File: src/rtl/pc_trace_pkg.sv
// Shared types and default limits for the PC trace unit.
package pc_trace_pkg;

    localparam int          STALL_LIMIT_DEF = 50;
    localparam logic [31:0] PC_LIMIT_DEF    = 32'h0000_1000;

    typedef enum logic [1:0] {
        IDLE,
        ARMED,
        RUN,
        HALT
    } trace_state_t;

    typedef struct packed {
        logic [31:0] pc;
        logic [31:0] instr;
        logic [31:0] stamp;
    } trace_rec_t;

endpackage

File: src/rtl/pc_trace_unit_if.sv
// Record read port of the PC trace unit: valid/ready handshake plus record fields.
interface pc_trace_unit_if;

    logic        rd_valid;
    logic        rd_ready;
    logic [31:0] rd_pc;
    logic [31:0] rd_instr;
    logic [31:0] rd_stamp;

    modport master (output rd_valid, rd_pc, rd_instr, rd_stamp, input rd_ready);
    modport slave  (input rd_valid, rd_pc, rd_instr, rd_stamp, output rd_ready);

endinterface

File: src/rtl/trace_fifo.sv
// Trace record FIFO: registered occupancy, head shown one cycle after the push,
// a push while full is accepted only alongside a pop.
module trace_fifo #(
    parameter int DEPTH = 16,
    parameter int W     = 64
) (
    input  logic                     clk,
    input  logic                     rst,
    input  logic                     push,
    input  logic                     pop,
    input  logic [W-1:0]             wr_data,
    output logic [W-1:0]             rd_data,
    output logic                     full,
    output logic                     empty,
    output logic [$clog2(DEPTH):0]   fill
);

    localparam int           AW    = $clog2(DEPTH);
    localparam logic [AW:0]  ONE   = 1;
    localparam logic [AW:0]  FULLV = DEPTH;

    logic [W-1:0]  mem [DEPTH];
    logic [AW-1:0] wr_ptr;
    logic [AW-1:0] rd_ptr;
    logic [AW:0]   count;
    logic          do_push;
    logic          do_pop;

    assign empty   = (count == '0);
    assign full    = (count == FULLV);
    assign do_pop  = pop & ~empty;
    assign do_push = push & (~full | do_pop);
    assign fill    = count;

    always_ff @(posedge clk or posedge rst) begin
        if (rst) begin
            wr_ptr <= '0;
            rd_ptr <= '0;
            count  <= '0;
        end else begin
            if (do_push) wr_ptr <= wr_ptr + 1'b1;
            if (do_pop)  rd_ptr <= rd_ptr + 1'b1;
            if (do_push && !do_pop)      count <= count + ONE;
            else if (do_pop && !do_push) count <= count - ONE;
        end
    end

    always_ff @(posedge clk) begin
        if (do_push) mem[wr_ptr] <= wr_data;
    end

    // Storage is never reset, so an empty FIFO presents zeros instead of stale data.
    assign rd_data = empty ? '0 : mem[rd_ptr];

endmodule

File: src/rtl/pc_trace_unit.sv
// CPU fetch-PC trace recorder with stall and illegal-PC detection.
// Optional macro PC_TRACE_TIMESTAMP_EN stores the cycle stamp with each record.
module pc_trace_unit
    import pc_trace_pkg::*;
#(
    parameter int          DEPTH       = 16,
    parameter int          STALL_LIMIT = STALL_LIMIT_DEF,
    parameter logic [31:0] PC_LIMIT    = PC_LIMIT_DEF
) (
    input  logic                    clk,
    input  logic                    rst,
    input  logic                    trace_en,
    input  logic [31:0]             pc_if,
    input  logic [31:0]             instruction_if,
    pc_trace_unit_if.master         rd,
    output logic [$clog2(DEPTH):0]  fill,
    output logic                    overflow,
    output logic                    stall_det,
    output logic                    err,
    output logic [31:0]             cycle_cnt,
    output logic [15:0]             drop_cnt
);

    localparam int          SW        = $clog2(STALL_LIMIT + 1);
    localparam logic [SW-1:0] STALL_MAX = SW'(STALL_LIMIT);

`ifdef PC_TRACE_TIMESTAMP_EN
    localparam int REC_W = 96;
`else
    localparam int REC_W = 64;
`endif

    trace_state_t  state, state_nxt;
    logic [31:0]   last_pc;
    logic [SW-1:0] stall_cnt;
    logic          pc_bad;
    logic          push_req;
    logic          err_set;
    logic          stall_hit;
    logic          pop_fire;
    logic          drop;
    logic          fifo_full;
    logic          fifo_empty;
    logic [REC_W-1:0] wr_data;
    logic [REC_W-1:0] fifo_rd;
    trace_rec_t    rd_rec;

    assign pc_bad = (pc_if[1:0] != 2'b00) || (pc_if >= PC_LIMIT);

    always_ff @(posedge clk or posedge rst) begin
        if (rst) state <= IDLE;
        else     state <= state_nxt;
    end

    always_comb begin
        state_nxt = state;
        push_req  = 1'b0;
        err_set   = 1'b0;
        stall_hit = 1'b0;
        if (!trace_en) begin
            state_nxt = IDLE;
        end else begin
            case (state)
                IDLE:  state_nxt = ARMED;
                ARMED: begin
                    if (pc_bad) begin
                        err_set   = 1'b1;
                        state_nxt = HALT;
                    end else begin
                        push_req  = 1'b1;
                        state_nxt = RUN;
                    end
                end
                RUN: begin
                    if (pc_bad) begin
                        err_set   = 1'b1;
                        state_nxt = HALT;
                    end else if (pc_if != last_pc) begin
                        push_req  = 1'b1;
                    end else if (stall_cnt == STALL_MAX) begin
                        stall_hit = 1'b1;
                        state_nxt = HALT;
                    end
                end
                HALT:    state_nxt = HALT;
                default: state_nxt = IDLE;
            endcase
        end
    end

    assign pop_fire = rd.rd_valid & rd.rd_ready;
    assign drop     = push_req & fifo_full & ~pop_fire;

    always_ff @(posedge clk or posedge rst) begin
        if (rst) begin
            cycle_cnt <= '0;
            drop_cnt  <= '0;
            stall_cnt <= '0;
            overflow  <= 1'b0;
            err       <= 1'b0;
            stall_det <= 1'b0;
        end else begin
            if (state != IDLE) cycle_cnt <= cycle_cnt + 32'd1;
            if (err_set) err <= 1'b1;
            if (drop) begin
                overflow <= 1'b1;
                if (drop_cnt != 16'hFFFF) drop_cnt <= drop_cnt + 16'd1;
            end
            if (state == RUN && trace_en && !pc_bad && pc_if == last_pc) begin
                if (stall_cnt != STALL_MAX) stall_cnt <= stall_cnt + SW'(1);
            end else begin
                stall_cnt <= '0;
            end
            // stall_det survives HALT and clears only when tracing is switched off
            if (!trace_en)      stall_det <= 1'b0;
            else if (stall_hit) stall_det <= 1'b1;
        end
    end

    always_ff @(posedge clk) begin
        if (push_req) last_pc <= pc_if;
    end

`ifdef PC_TRACE_TIMESTAMP_EN
    assign wr_data = {pc_if, instruction_if, cycle_cnt};
    assign rd_rec  = fifo_rd;
`else
    assign wr_data = {pc_if, instruction_if};
    assign rd_rec  = '{pc: fifo_rd[63:32], instr: fifo_rd[31:0], stamp: 32'd0};
`endif

    trace_fifo #(
        .DEPTH (DEPTH),
        .W     (REC_W)
    ) u_fifo (
        .clk     (clk),
        .rst     (rst),
        .push    (push_req),
        .pop     (rd.rd_ready),
        .wr_data (wr_data),
        .rd_data (fifo_rd),
        .full    (fifo_full),
        .empty   (fifo_empty),
        .fill    (fill)
    );

    assign rd.rd_valid = ~fifo_empty;
    assign rd.rd_pc    = rd_rec.pc;
    assign rd.rd_instr = rd_rec.instr;
    assign rd.rd_stamp = rd_rec.stamp;

endmodule

File: src/flat_wrapper.sv
// flat-port wrapper written by rule: the top's interface ports become plain ports
module pc_trace_unit_flat import pc_trace_pkg::*;
#(
    parameter int          DEPTH       = 16,
    parameter int          STALL_LIMIT = STALL_LIMIT_DEF,
    parameter logic [31:0] PC_LIMIT    = PC_LIMIT_DEF
)
  (clk, rst, trace_en, pc_if, instruction_if, fill, overflow, stall_det, err, cycle_cnt, drop_cnt, rd_rd_valid, rd_rd_pc, rd_rd_instr, rd_rd_stamp, rd_rd_ready);
  pc_trace_unit_if rd_i ();
  input  logic clk;
  input  logic rst;
  input  logic trace_en;
  input  logic [31:0] pc_if;
  input  logic [31:0] instruction_if;
  output logic [$clog2(DEPTH):0] fill;
  output logic overflow;
  output logic stall_det;
  output logic err;
  output logic [31:0] cycle_cnt;
  output logic [15:0] drop_cnt;
  output wire logic [$bits(rd_i.rd_valid)-1:0] rd_rd_valid;
  output wire logic [$bits(rd_i.rd_pc)-1:0] rd_rd_pc;
  output wire logic [$bits(rd_i.rd_instr)-1:0] rd_rd_instr;
  output wire logic [$bits(rd_i.rd_stamp)-1:0] rd_rd_stamp;
  input wire logic [$bits(rd_i.rd_ready)-1:0] rd_rd_ready;
  assign rd_rd_valid = rd_i.rd_valid;
  assign rd_rd_pc = rd_i.rd_pc;
  assign rd_rd_instr = rd_i.rd_instr;
  assign rd_rd_stamp = rd_i.rd_stamp;
  assign rd_i.rd_ready = rd_rd_ready;
  pc_trace_unit #(.DEPTH(DEPTH), .STALL_LIMIT(STALL_LIMIT), .PC_LIMIT(PC_LIMIT)) u_core (.clk(clk), .rst(rst), .trace_en(trace_en), .pc_if(pc_if), .instruction_if(instruction_if), .rd(rd_i), .fill(fill), .overflow(overflow), .stall_det(stall_det), .err(err), .cycle_cnt(cycle_cnt), .drop_cnt(drop_cnt));
endmodule
File: config.mk
export PLATFORM = sky130hd
export DESIGN_NAME = pc_trace_unit_flat
export DESIGN_NICKNAME = d
export VERILOG_FILES = /design/src/rtl/pc_trace_pkg.sv /design/src/rtl/pc_trace_unit_if.sv /design/src/rtl/trace_fifo.sv /design/src/rtl/pc_trace_unit.sv /design/src/flat_wrapper.sv
export SDC_FILE = /design/constraint.sdc
export NUM_CORES = 1
export LEC_CHECK = 0
export ABC_AREA = 0
export CORE_MARGIN = 2
export CORE_UTILIZATION = 54
export CTS_CLUSTER_DIAMETER = 100
export CTS_CLUSTER_SIZE = 8
export DETAILED_ROUTE_END_ITERATION = 10
export GPL_TIMING_DRIVEN = 0
export HOLD_SLACK_MARGIN = 0.03
export PLACE_DENSITY = 0.73
export SYNTH_ARGS = -nofsm -noshare
export SYNTH_HDL_FRONTEND = slang
export SYNTH_SLANG_ARGS = --single-unit
File: constraint.sdc
create_clock -name clk -period 8.7 [get_ports clk]
set_clock_uncertainty 0.2 [all_clocks]
set_input_delay 2.175 -clock clk [delete_from_list [all_inputs] [get_ports clk]]
set_output_delay 2.175 -clock clk [all_outputs]
set_load 0.01 [all_outputs]
==> flow_metrics.tcl <==
set metrics [dict create \
    power.static_leakage_nw 17.24 \
    vdd.ir_drop.worst_v 0.0002047 \
    grt_setup_unrepaired "false" \
    synth_simple_gate_area_share_pct 2.903 \
    number_of_rows_in_the_core_area 104 \
    seq_area_mm2 0.03351 \
    power_per_cell_area_mw_per_mm2 304.5 \
    finalHoldViolations 0 \
    timing_max_transition_violations_final 0 \
    yosys_warnings 0 \
    cts_max_path_buffers 3 \
    gr-usage-all-layers_pct 25.47 \
    drc 0 \
    die-area_mm2 0.08371 \
    clock_insertion_delay_worst_skew_ps 730 \
    post_synth_fa_ha_maj_area_fraction_pct 0.5863 \
    antenna_found_initial 3 \
    synth-seq-area-share_pct 76.23 \
    clkSlewWorstSetupHoldPaths_ps 50 \
    mapped_area_mm2 0.04396 \
    timing.slew.headroom_pct 17.71 \
    synth-xor-area-share_pct 1.853 \
    crit_type "flip-flop to output port" \
    synthTopCellsByArea "edfxtp_1 (72%), mux4_2 (16%), dfrtp_1 (4.1%)" \
    drt_pre_antenna_iters 6 \
    final-instance-count-excl-fill 3492 \
    synth_area_per_cell_um2 22.65 \
    drt-wirelength-per-cell_um 29.76 \
    design.final.nets 2480 \
    placedCellCount 3292 \
    grt_pass1_wl_mm 151.4 \
    routed_wirelength_mm 103.9 \
    final_cell_area_mm2 0.05257 \
    via_count_of_the_first_global_routing_pass 22791 \
    cts-buffers-inserted 158 \
    finalWorstPathRequiredPeriod_ps 7046 \
    cts-root-buf "clkbuf_16" \
    grt_start_max_net_pins 73 \
    tritoncts "yes" \
    multi_input_area_mm2 0.009953 \
    post_synthesis_async_set_or_reset_flop_share_pct 6.383 \
    port_buffers 188 \
    max_slew.worst_pin.slew_ps 1234 \
    postCtsResizedCells 0 \
    run_status "completed" \
    synth_edf_count 1056 \
    yosys-mux-area-fraction_pct 16.54 \
    detail_route.vias_per_cell 6.236 \
    routed-via-count 21775 \
    worstPathArrival_ps 4670 \
    detailedRoute.firstIterationViolations 2440 \
    area.growth.synth_to_final_pct 19.58 \
    post_cts_buffers 0 \
    drive_gt1_share_pct 27.28 \
    cp_data_required_time_ps 6330 \
    clock_sink_count 1128 \
    finalWeightedCongestion 0.7672 \
    setup.reg_to_reg.worst_slack_ps 4000 \
    cp_max_fo 10 \
    floorplan.initialDensity_pct 54.58 \
    max_cap_violations 0 \
    antenna_violating_nets_post_route 0 \
    synth_flop_cell "edfxtp_1" \
    place_area_mm2 0.04823 \
    postSynthRegisterBits 1128 \
    layout_setup_ws_ps 1654 \
    fp.coreArea_mm2 0.08055 \
    setup_viol_count_final 0 \
    max_clock_freq_ghz 0.1419 \
    chipWidth_um 289.3 \
    hold_path.class "flip-flop to flip-flop" \
    synth_compound_gate_area_share_pct 0.2419 \
    htree_levels 4 \
    main_combinational_cell_family_by_area_after_synthesis "multiplexers" \
    post_synth_inst_count 1941 \
    fill_cells 5044 \
    worst_setup_path_start_kind "flip-flop" \
    place_ws_ps 1486 \
    i_o_pin_total 221 \
    synth.distinct_cells 49 \
    end_kind "output port" \
    overflow 0 \
    yosysTopAreaCellShare_pct 72.13 \
    cts_hold_buffers 0 \
    period_utilization_pct 80.99 \
    synthDominantAreaCellType "edfxtp_1" \
    place_hpwl_mm 61.62 \
    die_height_um 289.3 \
]
## state kept, by name, summed over array words and instances, names as in the netlist
name,count
u_core.u_fifo.mem,1024
u_core.cycle_cnt,32
u_core.last_pc,32
u_core.drop_cnt,16
u_core.stall_cnt,6
u_core.u_fifo.fill,5
u_core.u_fifo.rd_ptr,4
u_core.u_fifo.wr_ptr,4
u_core.state,2
u_core.err,1
u_core.overflow,1
u_core.stall_det,1
## cells by family after synthesis
group,Yosys count
other cells,1
mux,326
flops,1128
compound gates,16
fa+ha+maj,20
xor+xnor,93
buf+inv,137
simple gates,220
## where the power goes
group	leakage [nW]	total [mW]	internal, mW	switching, mW
clock network	2.11	5.46	3.33	2.14
logic	4.68	4.51	2.39	2.12
registers	10.4	6.03	5.99	0.0481
## through the flow
stage	total power, mW	util, %	hold slack (ps)	setup TNS [ps]
2_1_floorplan	8.909	-	303.2	-517480
3_3_place_gp	10.58	58.71	250.4	-3797680
3_5_place_dp	10.65	59.88	260.6	0
4_1_cts	16.15	65.26	273.9	0
5_1_grt	16.56	65.26	305.2	0
6_report	16.01	65.26	268.4	0
## path summary, 6_finish.rpt
kind,start,end,depth (start not counted)
worst max-delay path,u_core.u_fifo.rd_ptr[1]$_DFFE_PP0P_,rd_rd_pc[25],7
worst min-delay path,u_core.cycle_cnt[31]$_DFFE_PP0P_,u_core.cycle_cnt[31]$_DFFE_PP0P_,1
worst max register to register,u_core.last_pc[21]$_DFFE_PP_,u_core.u_fifo.fill[4]$_DFFE_PP0P_,15
worst min register to register,u_core.cycle_cnt[31]$_DFFE_PP0P_,u_core.cycle_cnt[31]$_DFFE_PP0P_,1
max in group asynchronous,rst,u_core.u_fifo.rd_ptr[3]$_DFFE_PP0P_,2
min in group asynchronous,rst,u_core.cycle_cnt[21]$_DFFE_PP0P_,2
## metal layers
metal / GRT usage, % / share of wire (%) / vias up / wire (um)
met5: 0 / 0.022 / - / 23
met4: 7.912 / 2.5 / 4 / 2588
met3: 6.102 / 8.7 / 179 / 9026
met2: 41.47 / 50 / 1135 / 52180
met1: 34.57 / 39 / 11599 / 40110
li1: - / - / 8858 / -
## area by class of cell
type | instances | area share [%]
flip-flops and latches | 1128 | 63.75
multi-input cells | 707 | 18.93
clock buffers | 189 | 7.945
repair buffers | 260 | 5.170
well taps | 1060 | 2.523
plain buffers | 119 | 1.238
clock inverters | 9 | 0.2975
inverters | 18 | 0.1333
diodes | 2 | 0.009521
## critical path: stages (launching register included)
cell and delay, ps:
dfrtp_1 360, clkbuf_1 400, clkbuf_1 710, clkbuf_1 820
mux4_2 450, mux4_2 530, and2_1 190, clkdlybuf4s50_1 480
## layout by cell type (no fill, tap or decap), types with 12 or more instances in the layout
master,n
and2_1,68
and3_1,12
buf_1,12
buf_2,25
buf_4,75
buf_6,25
clkbuf_1,67
clkbuf_16,163
clkdlybuf4s50_1,188
conb_1,32
dfrtp_1,72
edfxtp_1,1056
ha_1,19
inv_1,17
mux4_2,320
nand2_1,31
nand3_1,18
nand4_1,21
nor2_1,20
xnor2_1,71
xor2_1,22
## cells in the mapped netlist, types with 2 or more instances
cell	number
nor4bb_1	2
nor2b_1	3
ha_1	19
nand2_1	31
mux2_2	5
and4b_1	2
mux4_2	320
buf_6	5
and4_1	4
o21ai_0	6
and3_1	18
xnor2_1	71
nand4_1	21
edfxtp_1	1056
nor4_1	11
clkbuf_1	41
buf_4	36
buf_2	25
dfrtp_1	72
nor2_2	6
a21oi_1	2
nor2_1	20
nor3_1	3
buf_1	12
nand2b_1	3
xor2_1	22
inv_1	18
and2_1	68
nor4b_1	2
nand3_1	18
(Power assumes the default switching activity.)
